[src/rtl/serial_subtractor.sv]
// Bit-serial subtractor: diff = a - b - bin over WIDTH bits, one bit per clock, LSB first.
// A single full-subtractor cell walks the operands with a registered borrow and a start/busy/done handshake.
module serial_subtractor #(
  parameter int WIDTH = 8
) (
  input  logic             clk,
  input  logic             rst_n,
  input  logic             start,
  input  logic [WIDTH-1:0] a,
  input  logic [WIDTH-1:0] b,
  input  logic             bin,
  output logic             busy,
  output logic             done,
  output logic [WIDTH-1:0] diff,
  output logic             bout,
  output logic             zero
);

  localparam int CW = (WIDTH > 1) ? $clog2(WIDTH) : 1;

  typedef enum logic {IDLE, RUN} state_t;

  state_t           state;
  logic [WIDTH-1:0] a_sr;
  logic [WIDTH-1:0] b_sr;
  logic [WIDTH-1:0] r_sr;
  logic             borrow;
  logic [CW-1:0]    cnt;

  logic             d;
  logic             borrow_nxt;
  logic             last;
  logic [WIDTH-1:0] r_nxt;

  // NOTE: every signal driven here is assigned on every pass, so no latch can be inferred.
  always_comb begin
    d          = a_sr[0] ^ b_sr[0] ^ borrow;
    borrow_nxt = (~a_sr[0] & b_sr[0]) | (~(a_sr[0] ^ b_sr[0]) & borrow);
    r_nxt      = {d, r_sr[WIDTH-1:1]};
    last       = (cnt == CW'(WIDTH - 1));
  end

  // NOTE: the shift registers are plain flops, not memory, so they are reset with the rest of the state.
  always_ff @(posedge clk or negedge rst_n) begin
    if (!rst_n) begin
      state  <= IDLE;
      a_sr   <= '0;
      b_sr   <= '0;
      r_sr   <= '0;
      borrow <= 1'b0;
      cnt    <= '0;
      busy   <= 1'b0;
      done   <= 1'b0;
      diff   <= '0;
      bout   <= 1'b0;
      zero   <= 1'b0;
    end else begin
      // NOTE: non-blocking assignments let every register see the pre-edge values of the others.
      done <= 1'b0;
      case (state)
        IDLE: begin
          if (start) begin
            a_sr   <= a;
            b_sr   <= b;
            borrow <= bin;
            cnt    <= '0;
            busy   <= 1'b1;
            state  <= RUN;
          end
        end
        RUN: begin
          borrow <= borrow_nxt;
          r_sr   <= r_nxt;
          a_sr   <= a_sr >> 1;
          b_sr   <= b_sr >> 1;
          if (last) begin
            // r_nxt already holds the final difference bit in its MSB.
            diff  <= r_nxt;
            bout  <= borrow_nxt;
            zero  <= (r_nxt == '0) && !borrow_nxt;
            done  <= 1'b1;
            busy  <= 1'b0;
            cnt   <= '0;
            state <= IDLE;
          end else begin
            cnt <= cnt + CW'(1);
          end
        end
        default: state <= IDLE;
      endcase
    end
  end

endmodule

[config.mk]
export PLATFORM = sky130hd
export DESIGN_NAME = serial_subtractor
export DESIGN_NICKNAME = d
export VERILOG_FILES = /design/src/rtl/serial_subtractor.sv
export SDC_FILE = /design/constraint.sdc
export NUM_CORES = 1
export LEC_CHECK = 0
export BUFFER_PORTS_ARGS = -buffer_cell sky130_fd_sc_hd__buf_4
export CORE_MARGIN = 4
export CORE_UTILIZATION = 39
export DETAILED_ROUTE_END_ITERATION = 16
export GPL_TIMING_DRIVEN = 1
export PLACE_DENSITY_LB_ADDON = 0.05
export SLEW_MARGIN = 25
export SYNTH_ARGS = -nofsm -noshare
export SYNTH_HDL_FRONTEND = slang
export SYNTH_SLANG_ARGS = --single-unit
[constraint.sdc]
create_clock -name clk -period 2.8 [get_ports clk]
set_input_delay 0.14 -clock clk [delete_from_list [all_inputs] [get_ports clk]]
set_output_delay 0.14 -clock clk [all_outputs]
set_load 0.02 [all_outputs]
# ---- After elaboration in Yosys (flattened, before gate mapping)
# Index checks and enable logic that the tools add are counted.
# W data, S select, Z words.
dict set report classes {
  n_bitwise 8
  n_mux 17
  addsub 1
  eq_ne 3
  n_reduce_logical 5
}
# operator count
set ops {}
lappend ops {{$pmux W8 S2} 2}
lappend ops {{$mux W8} 2}
lappend ops {{$logic_not A8 Y1} 1}
lappend ops {{$mux W1} 7}
lappend ops {{$mux W3} 2}
lappend ops {{$pmux W1 S2} 3}
lappend ops {{$pmux W3 S2} 1}
lappend ops {{$reduce_and A2 Y1} 2}
lappend ops {{$add A3 B1 Y3 const B} 1}
lappend ops {{$eq A3 B3 Y1 const B} 1}
lappend ops {{$not A1 Y1} 3}
lappend ops {{$and A1 B1 Y1} 2}
lappend ops {{$ne A2 B1 Y1 const B} 1}
lappend ops {{$ne A2 B2 Y1 const B} 1}
lappend ops {{$xor A1 B1 Y1} 2}
lappend ops {{$logic_and A1 B1 Y1} 1}
lappend ops {{$logic_not A1 Y1} 1}
lappend ops {{$or A1 B1 Y1} 1}
dict set report totals {
  output_inout_bits 12
  elab_cells 45
  register_bits 41
  inputBits 20
}

# ---- Longest topological paths before layout
# Gate-level depths: netlist (run 1).
dict set report logic_depth {
  word_depth 6
  mapped_depth 6
  ltp_nobuf 5
}

# ---- Least setup slack after synthesis (run 1)
# No wires, ideal clock.
dict set report synth_path {
  path_type {register to register}
  from {register a_sr[0]}
  to {register zero}
  synth_period_minus_slack_ps 1681
  n_path_buf 0
  t_arrival_ps 1614
  setup_ps 67
  stages_incl_launch_ff 5
  setup_slack_ps 1119
  cell_sequence {dfrtp_1 > fa_1 > or4_4 > nor3_2 > a32o_1}
}
dict set report synth_between {
  elab_cells_between_ends 10
  classes_between {bitwise (7); reduce/logical (3)}
}
# item line
set synth_rtl {}
lappend synth_rtl {{start: declaration} 24} ;# logic [WIDTH-1:0] a_sr;
lappend synth_rtl {{start signal: assignment} 74} ;# a_sr <= a_sr >> 1;
lappend synth_rtl {{$xor A1 B1 Y1 (2 in series)} 37} ;# d = a_sr[0] ^ b_sr[0] ^ borrow;
lappend synth_rtl {{named net d} 30} ;# logic d;
lappend synth_rtl {{$logic_not A8 Y1} 80} ;# zero <= (r_nxt == '0) && !borrow_nxt;
lappend synth_rtl {{$logic_and A1 B1 Y1} 80}
lappend synth_rtl {{end signal: assignment} 80}
lappend synth_rtl {{end: declaration} 16} ;# output logic zero
# The timed path passes the listed nets, and every way through them passes these cells.
# A chain may end at the register's enable or synchronous reset.

# ---- Worst setup path in the final report (run 1)
# Same ends and word-level chain as after synthesis.

==> results of run 1 <==
[power breakdown]
| part | internal (uW) | switching [uW] |
|---|---|---|
| Clock | 201 | 185 |
| Combinational | 387 | 378 |
| Sequential | 836 | 151 |
[metrics by stage]
step / instance area, um^2 / worst slack (ns) / cells
after floorplan: 1683 / 1.119 / 136
after global placement: 1947 / 1.084 / 210
after detailed placement: 1947 / 1.045 / 210
after CTS: 2047 / 1.025 / 219
after global routing: 2047 / 0.9625 / 219
final: 2047 / 1.045 / 219
[cell usage after synthesis]
cell type  instances
buf_2              4
nor2b_1            1
mux2i_1           16
inv_1              5
nand2b_1           1
dfrtp_1           40
a211oi_1           1
o22ai_1            2
nand2_1           17
nor3_1             1
or4_4              1
a22o_1             2
a32o_1             1
a21oi_1            1
buf_4              1
o21ai_0           16
mux2_2            15
clkbuf_1           3
nor3_2             1
fa_1               1
ha_1               2
nor2_1             4
[metal layers]
layer	vias up	global-route usage (%)	wire length [um]
met3	5	5.472	210
li1	534	-	-
met4	0	4.829	44
met2	28	20.47	1458
met5	-	0	0
met1	521	12.90	1237
[flip-flops by register name, summed over array words and instances (netlist names)]
name    flops
a_sr        8
b_sr        8
diff        8
r_sr        7
cnt         3
borrow      1
bout        1
busy        1
done        1
state       1
zero        1
[placed cells by master, fill, tap and decap left out, drive strengths merged, types with 2 or more instances in the layout]
cell type,count
o21ai,16
a22o,2
o22ai,2
inv,5
dfrtp,40
mux2i,16
nand2,17
nor2,4
buf,32
mux2,15
nor3,2
clkbuf,8
ha,2
[worst max path at each step]
stage | start | to | slack, ns | cells after the start
global route | a_sr[0] | zero | 0.96 | 4
global placement | a_sr[0] | zero | 1.08 | 4
floorplan | a_sr[0] | zero | 1.12 | 4
detailed placement | a_sr[0] | zero | 1.04 | 4
CTS | a_sr[0] | zero | 1.02 | 4
finish | a_sr[0] | zero | 1.04 | 4
[worst min-delay path, delay by kind of cell]
family / cells / cell delay (ns)
buffers and inverters: 1 / 0.08
muxes: 1 / 0.06
and+or+nand+nor: 1 / 0.08
[cell type report]
cell class	instances	area, um^2
Timing Repair Buffer	33	250.2
Inverter	5	18.77
Fill cell	392	2039
Tap cell	50	62.56
Clock buffer	8	90.09
Multi-Input combinational cell	83	624.3
Sequential cell	40	1001
[logic make-up after synthesis]
logic type / count (synthesis) / share of synthesized area [%]
buffers and inverters: 13 / 3.420
AND/OR/NAND/NOR: 26 / 6.989
flip-flops: 40 / 59.48
AO/OA/AOI/OAI: 23 / 7.881
adder cells (fa/ha/maj): 3 / 2.676
multiplexers: 31 / 19.55
[repair_timing]
action / 4_1_cts / 5_1_grt
setup endpoints to repair: 0 / 0
hold endpoints to repair: 40 / 0
hold buffers: 1 / 0
==> impl_metrics.py, run 1 <==
metrics = {
    "routing": {
        "via_count": 1088,
        "drt_iter0_markers": 50,
        "wl_per_cell_um": 13.47,
        "finalWirelength_mm": 2.951,
        "vias_per_cell": 4.968,
        "drc": 0,
        "first_pass_iters": 4,
        "ant_nets": 0,
    },
    "setup_path": {
        "path_delay_family": "simple AND/OR/NAND/NOR gates",
        "start_kind": "flip-flop",
        "r2r_setup_slack_ns": 1.04,
        "crit_type": "reg2reg",
        "reg2reg_to": "zero",
        "cp_cell_sequence": "fa_1 -> or4_4 -> nor3_2 -> a32o_1",
        "critical_path.max_stage_delay_ns": 0.52,
        "critPathMaxFanout": 3,
        "rr_worst_depth": 4,
        "r2r-start": "a_sr[0]",
        "cp.required_ns": 3.03,
        "worst-path-buf-inv": 0,
        "crit_path_top_delay_cell": "fa_1",
        "end_kind": "flip-flop",
        "critPathArrivalTime_ns": 1.98,
    },
    "min_path": {
        "whs_path_depth": 3,
        "hp-class": "in2reg",
        "hold_path_end": "a_sr[7]",
        "worstHoldStart": "a[7]",
    },
    "clocking": {
        "cts_max_path_buffers": 2,
        "cts_tree": "yes",
        "clock_latency_ns": 0.28,
        "post-cts-setup-buffers": 0,
        "cts.sinks": 40,
        "clk_pin_slew_worst_paths_ns": 0.07,
        "ctsResizeCount": 0,
        "htreeDepth": 2,
        "cts_buffers": 5,
        "clock-root-buffer": "clkbuf_8",
    },
    "logic_synthesis": {
        "netlist.area_leader.share_pct": 59.48,
        "yosys_warnings": 0,
        "synth-seq-cells": 40,
        "syn-instance-count": 136,
        "synth_fp_nets": 159,
        "synth.area.top_cells": "dfrtp_1, mux2_2, mux2i_1",
        "synth.largest_area_cell": "dfrtp_1",
        "synth_area_um2": 1683,
        "synth.distinct_cells": 22,
        "avgSynthCellArea_um2": 12.37,
        "ys_seq_area_share_pct": 59.48,
    },
    "flow_run": {
        "maxCapViolations": 0,
    },
    "timing": {
        "finalSetupTns_ns": 0,
        "slew_viol_final": 0,
        "report.final.setup_viol": 0,
        "fmax_mhz": 569.7,
        "finClkSkew_ns": 0.003339,
        "worst_pin_slew_ns": 0.4919,
        "rsz0062_at_grt": "no",
        "hold_violations": 0,
        "slew_headroom_pct": 67.12,
        "hold_ws_ns": 0.1137,
        "fin_crit_ns": 1.755,
        "fin_crit_sh_pct": 62.69,
    },
    "place": {
        "routabilityCongestion": 0.6684,
        "hpwl_mm": 1.982,
        "io_buffers": 31,
    },
    "pwr": {
        "power_uw": 2139,
        "p_leak_uw": 0.0009987,
        "power_density_nw_per_um2": 1045,
        "ir_drop_v": 0.0003307,
    },
    "finish": {
        "layout.nets": 191,
        "area_delta_synth_final_pct": 21.64,
        "n_antenna_cell": 0,
        "fin_util_pct": 50.09,
        "drive_gt1_share_pct": 32.54,
    },
    "floorplanning": {
        "die_w_um": 73.69,
        "die_h_um": 73.69,
        "io_pins": 32,
        "rows": 23,
        "initial_utilization_pct": 41.18,
        "coreArea_um2": 4086,
        "dieArea_um2": 5430,
    },
    "global_routing": {
        "track_usage_pct": 12.04,
        "grt_max_degree": 48,
        "grt_pass1_vias": 1071,
        "grt-ovfl-total": 0,
        "antenna_found_initial": 0,
        "grt_pass1_wl_mm": 4.830,
    },
    "status": {
        "status": "completed",
    },
}
No activity file was read; power rests on OpenSTA's default activity.
==> run 2: changes to the inputs <==
Clock period 2.8 ns to 1.7 ns, I/O delays scaled along.
==> run 2 against run 1 <==
Effect of this change:
- final cell count grew 2.3%
- sequential power is 66% higher
- clock power grew 130%
- sequential share of layout area down 1.9 points
- die area stayed put
- worst hold slack got worse by 0.074 ns
- first-iteration DRC count increased by 18%
- highest routed layer unchanged
==> impl_metrics.py, run 2 (same netlist as run 1, synthesis figures left out) <==
metrics = {
    "status": {
        "status": "completed",
    },
    "floorplanning": {
        "io_pins": 32,
        "coreArea_um2": 4086,
        "initial_utilization_pct": 41.18,
        "die_h_um": 73.69,
        "dieArea_um2": 5430,
        "rows": 23,
        "die_w_um": 73.69,
    },
    "flow_run": {
        "maxCapViolations": 0,
    },
    "timing": {
        "slew_headroom_pct": 66.70,
        "fin_crit_ns": 1.643,
        "slew_viol_final": 0,
        "hold_violations": 0,
        "hold_ws_ns": 0.04009,
        "finClkSkew_ns": 0.005100,
        "worst_pin_slew_ns": 0.4994,
        "fin_crit_sh_pct": 96.63,
        "report.final.setup_viol": 0,
        "fmax_mhz": 608.8,
    },
    "place": {
        "dp.cells": 214,
        "hpwl_mm": 2.050,
        "placedInstanceArea_um2": 1977,
        "io_buffers": 31,
        "routabilityCongestion": 0.7491,
    },
    "pwr": {
        "p_leak_uw": 0.001045,
        "power_density_nw_per_um2": 1838,
        "power_uw": 3916,
        "ir_drop_v": 0.0006170,
    },
    "routing": {
        "via_count": 1100,
        "first_pass_iters": 4,
        "vias_per_cell": 4.911,
        "finalWirelength_mm": 3.018,
        "wl_per_cell_um": 13.47,
        "drt_iter0_markers": 59,
        "ant_nets": 0,
        "drc": 0,
    },
    "setup_path": {
        "crit_start": "b_sr[0]",
        "critPathArrivalTime_ns": 1.88,
        "worst-path-buf-inv": 1,
        "rr_worst_depth": 5,
        "cp_cell_sequence": "inv_1 -> fa_1 -> or4_4 -> nor3_2 -> a32o_1",
        "r2r_setup_slack_ns": 0.06,
        "critical_path.max_stage_delay_ns": 0.49,
        "start_kind": "flip-flop",
        "end_kind": "flip-flop",
        "cp.required_ns": 1.93,
        "crit_type": "reg2reg",
        "worstSetupEndpoint": "zero",
        "path_delay_family": "simple AND/OR/NAND/NOR gates",
        "reg2reg_to": "zero",
        "r2r-start": "b_sr[0]",
        "crit_path_top_delay_cell": "fa_1",
        "cp.depth": 5,
        "critPathMaxFanout": 2,
    },
    "global_routing": {
        "track_usage_pct": 12.27,
        "grt_max_degree": 41,
        "grt_pass1_wl_mm": 5.016,
        "grt-ovfl-total": 0,
        "antenna_found_initial": 0,
        "grt_pass1_vias": 1113,
    },
    "finish": {
        "layout.nets": 197,
        "nFillCells": 372,
        "n_antenna_cell": 0,
        "stdcell_area_um2": 2131,
        "fin_cells": 224,
        "largest_registers": "a_sr (8), b_sr (8), diff (8)",
        "area_delta_synth_final_pct": 26.62,
        "regArea_um2": 1001,
        "drive_gt1_share_pct": 35.63,
        "multi_input_area_um2": 624.3,
        "layout_common_cells": "dfrtp_1, buf_4, nand2_1, o21ai_0, mux2i_1",
        "final_common_cell": "dfrtp_1",
    },
    "clocking": {
        "cts_max_path_buffers": 2,
        "ctsResizeCount": 0,
        "clk_pin_slew_worst_paths_ns": 0.08,
        "cts_buffers": 5,
        "cts.sinks": 40,
        "cts_tree": "yes",
        "htreeDepth": 2,
        "clock-root-buffer": "clkbuf_8",
        "clock_latency_ns": 0.29,
    },
    "min_path": {
        "hp-class": "in2reg",
    },
}
[run 2: worst reg2reg max path, delay by kind of cell (launching register included)]
family,cells,cell delay (ns)
flip-flops,1,0.34
AND/OR/NAND/NOR,2,0.53
adder cells (fa/ha/maj),1,0.49
AO/OA/AOI/OAI,1,0.17
buffers and inverters,1,0.06
[run 2: layer usage]
metal | vias up | track usage (%) | share of wire, %
li1 | 540 | - | -
met1 | 527 | 13.62 | 42
met2 | 27 | 20.57 | 50
met3 | 6 | 4.514 | 6.1
met4 | 0 | 6.036 | 2.0
met5 | - | 0 | 0
[run 2: worst min-delay path by stage]
stage,startpoint,endpoint,slack (ns),depth (start not counted)
floorplan,rst_n,a_sr[0],-0.21,0
detailed placement,rst_n,diff[6],0.1,1
CTS,a[7],a_sr[7],0.03,3
finish,a[7],a_sr[7],0.04,3
global placement,rst_n,done,0.09,1
global route,b[7],b_sr[7],0.04,3
[run 2: power breakdown]
group	switching, uW	internal, uW
combinational	636	741
clock	318	578
sequential	266	1380
total	1220	2700
[run 2: cell type report]
| class | instances | area share, % |
|---|---|---|
| inverters | 5 | 0.8808 |
| multi-input cells | 83 | 29.30 |
| clock inverters | 2 | 2.819 |
| repair buffers | 39 | 13.86 |
| flip-flops and latches | 40 | 46.98 |
| clock buffers | 5 | 3.230 |
| well taps | 50 | 2.936 |
[run 2: stage by stage]
stage / setup slack, ns / TNS (ns) / util [%]
3_5_place_dp: -0.04161 / -0.04161 / 48.38
5_1_grt: -0.009355 / -0.009355 / 52.14
4_1_cts: 0.01865 / 0 / 51.96
2_1_floorplan: 0.01884 / 0 / -
6_report: 0.05732 / 0 / 52.14
3_3_place_gp: -0.01255 / -0.01255 / 48.38
[run 2: repair_timing]
action / CTS / global route
buffers inserted: 1 / 1
endpoints found under the setup margin: 1 / 1
pin swaps: 4 / 3
cloned: 0 / 0
hold buffers: 1 / 0
hold endpoints to repair: 40 / 0
==> run 3: changes to the inputs <==
Settings changed: MAX_ROUTING_LAYER set to met4.
==> run 3 against run 2 <==
Effect of this change:
- register-to-register slack hardly changed
- count of clock-buffer cells in the layout stayed put
- total power hardly changed
- worst hold slack better by 0.0012 ns
- largest cell class unchanged
- fmax hardly changed
- global-route usage is 0.36 points higher
- combinational power hardly changed
- core utilization stayed put
- sequential power hardly changed
==> impl_metrics.py, run 3 (same netlist as run 1, synthesis figures left out) <==
metrics = {
    "status": {
        "status": "completed",
    },
    "setup_path": {
        "critPathMaxFanout": 2,
        "cp.required_ns": 1.93,
        "critPathArrivalTime_ns": 1.87,
        "end_kind": "flip-flop",
        "start_kind": "flip-flop",
        "crit_type": "reg2reg",
    },
    "routing": {
        "vias_per_cell": 4.902,
        "drt_iter0_markers": 59,
        "ant_nets": 0,
        "finalWirelength_mm": 3.016,
        "via_count": 1098,
        "first_pass_iters": 4,
        "drc": 0,
        "wl_per_cell_um": 13.46,
    },
    "finish": {
        "fin_util_pct": 52.14,
        "area_delta_synth_final_pct": 26.62,
        "nFillCells": 372,
        "multi_input_area_um2": 624.3,
        "layout_common_cells": "dfrtp_1, buf_4, nand2_1, o21ai_0, mux2i_1",
        "final_common_cell": "dfrtp_1",
        "regArea_um2": 1001,
        "layout.nets": 197,
        "n_antenna_cell": 0,
        "largest_registers": "a_sr (8), b_sr (8), diff (8)",
        "drive_gt1_share_pct": 35.63,
    },
    "global_routing": {
        "grt_pass1_vias": 1109,
        "grt_max_degree": 41,
        "antenna_found_initial": 0,
        "track_usage_pct": 12.63,
        "grt_pass1_wl_mm": 5.023,
        "grt-ovfl-total": 0,
    },
    "clocking": {
        "cts_tree": "yes",
        "cts_buffers": 5,
        "clock_latency_ns": 0.29,
        "cts.sinks": 40,
        "clk_pin_slew_worst_paths_ns": 0.08,
        "cts_max_path_buffers": 2,
        "ctsResizeCount": 0,
        "clock-root-buffer": "clkbuf_8",
        "htreeDepth": 2,
    },
    "pwr": {
        "p_leak_uw": 0.001045,
        "ir_drop_v": 0.0006166,
        "power_density_nw_per_um2": 1837,
    },
    "timing": {
        "finalSetupTns_ns": 0,
        "hold_violations": 0,
        "fmax_mhz": 608.8,
        "finClkSkew_ns": 0.005116,
        "fin_ws_ns": 0.05735,
        "worst_pin_slew_ns": 0.4972,
        "slew_headroom_pct": 66.85,
        "fin_crit_ns": 1.643,
        "hold_ws_ns": 0.04133,
        "fin_crit_sh_pct": 96.63,
        "slew_viol_final": 0,
        "report.final.setup_viol": 0,
    },
    "floorplanning": {
        "rows": 23,
        "die_w_um": 73.69,
        "dieArea_um2": 5430,
        "io_pins": 32,
        "initial_utilization_pct": 41.18,
        "die_h_um": 73.69,
        "coreArea_um2": 4086,
    },
    "min_path": {
        "hp-class": "in2reg",
    },
    "place": {
        "io_buffers": 31,
        "hpwl_mm": 2.050,
        "place_ws_ns": -0.04161,
        "routabilityCongestion": 0.7587,
    },
    "flow_run": {
        "maxCapViolations": 0,
    },
}
run 3: cell counts in the layout (fill, tap and decap cells not counted):
Identical to the previous run, type by type.
run 3: per-stage QoR:
stage                     total power, uW  cells  cell area (um^2)
final                                3914    224              2131
after global routing                 4193    224              2131
after CTS                            3933    223              2123
after detailed placement             2974    214              1977
after global placement               2923    214              1977
after floorplan                      2501    136              1683
run 3: path summary, 6_finish.rpt:
| kind | startpoint | endpoint | slack, ns | cells past startpoint |
|---|---|---|---|---|
| max | b_sr[0] | zero | 0.06 | 5 |
| min | a[7] | a_sr[7] | 0.04 | 3 |
| max reg2reg | b_sr[0] | zero | 0.06 | 5 |
| min reg2reg | bout | bout | 0.49 | 2 |
| max in group asynchronous | rst_n | a_sr[7] | 1.05 | 2 |
| min in group asynchronous | rst_n | zero | 0.31 | 2 |
run 3: area by class of cell:
cell class,count,share of cell area (%)
flip-flops and latches,40,46.98
multi-input cells,83,29.30
repair buffers,39,13.86
clock buffers,5,3.230
well taps,50,2.936
clock inverters,2,2.819
inverters,5,0.8808
run 3: power breakdown:
part | leakage (uW) | switching [uW] | total (uW) | internal [uW]
sequential | 0.000497 | 266 | 1640 | 1380
clock | 0.0000642 | 316 | 894 | 578
combinational | 0.000484 | 637 | 1380 | 741
run 3: critical path, stage by stage (launching register included):
cell     delay, ns
dfrtp_1       0.34
inv_1         0.06
fa_1          0.49
or4_4         0.42
nor3_2        0.11
a32o_1        0.17
run 3: metal layers:
metal	vias to the layer above	global-route usage [%]	wire, um
li1	540	-	-
met1	525	13.79	1282
met2	27	20.57	1508
met3	6	4.241	173
met4	0	6.036	52
met5	-	-	0
run 3: what timing repair did:
action,CTS,global route
setup buffers,1,1
pin swaps,4,3
setup endpoints to repair,1,1
hold endpoints to repair,40,0
hold buffers,1,0
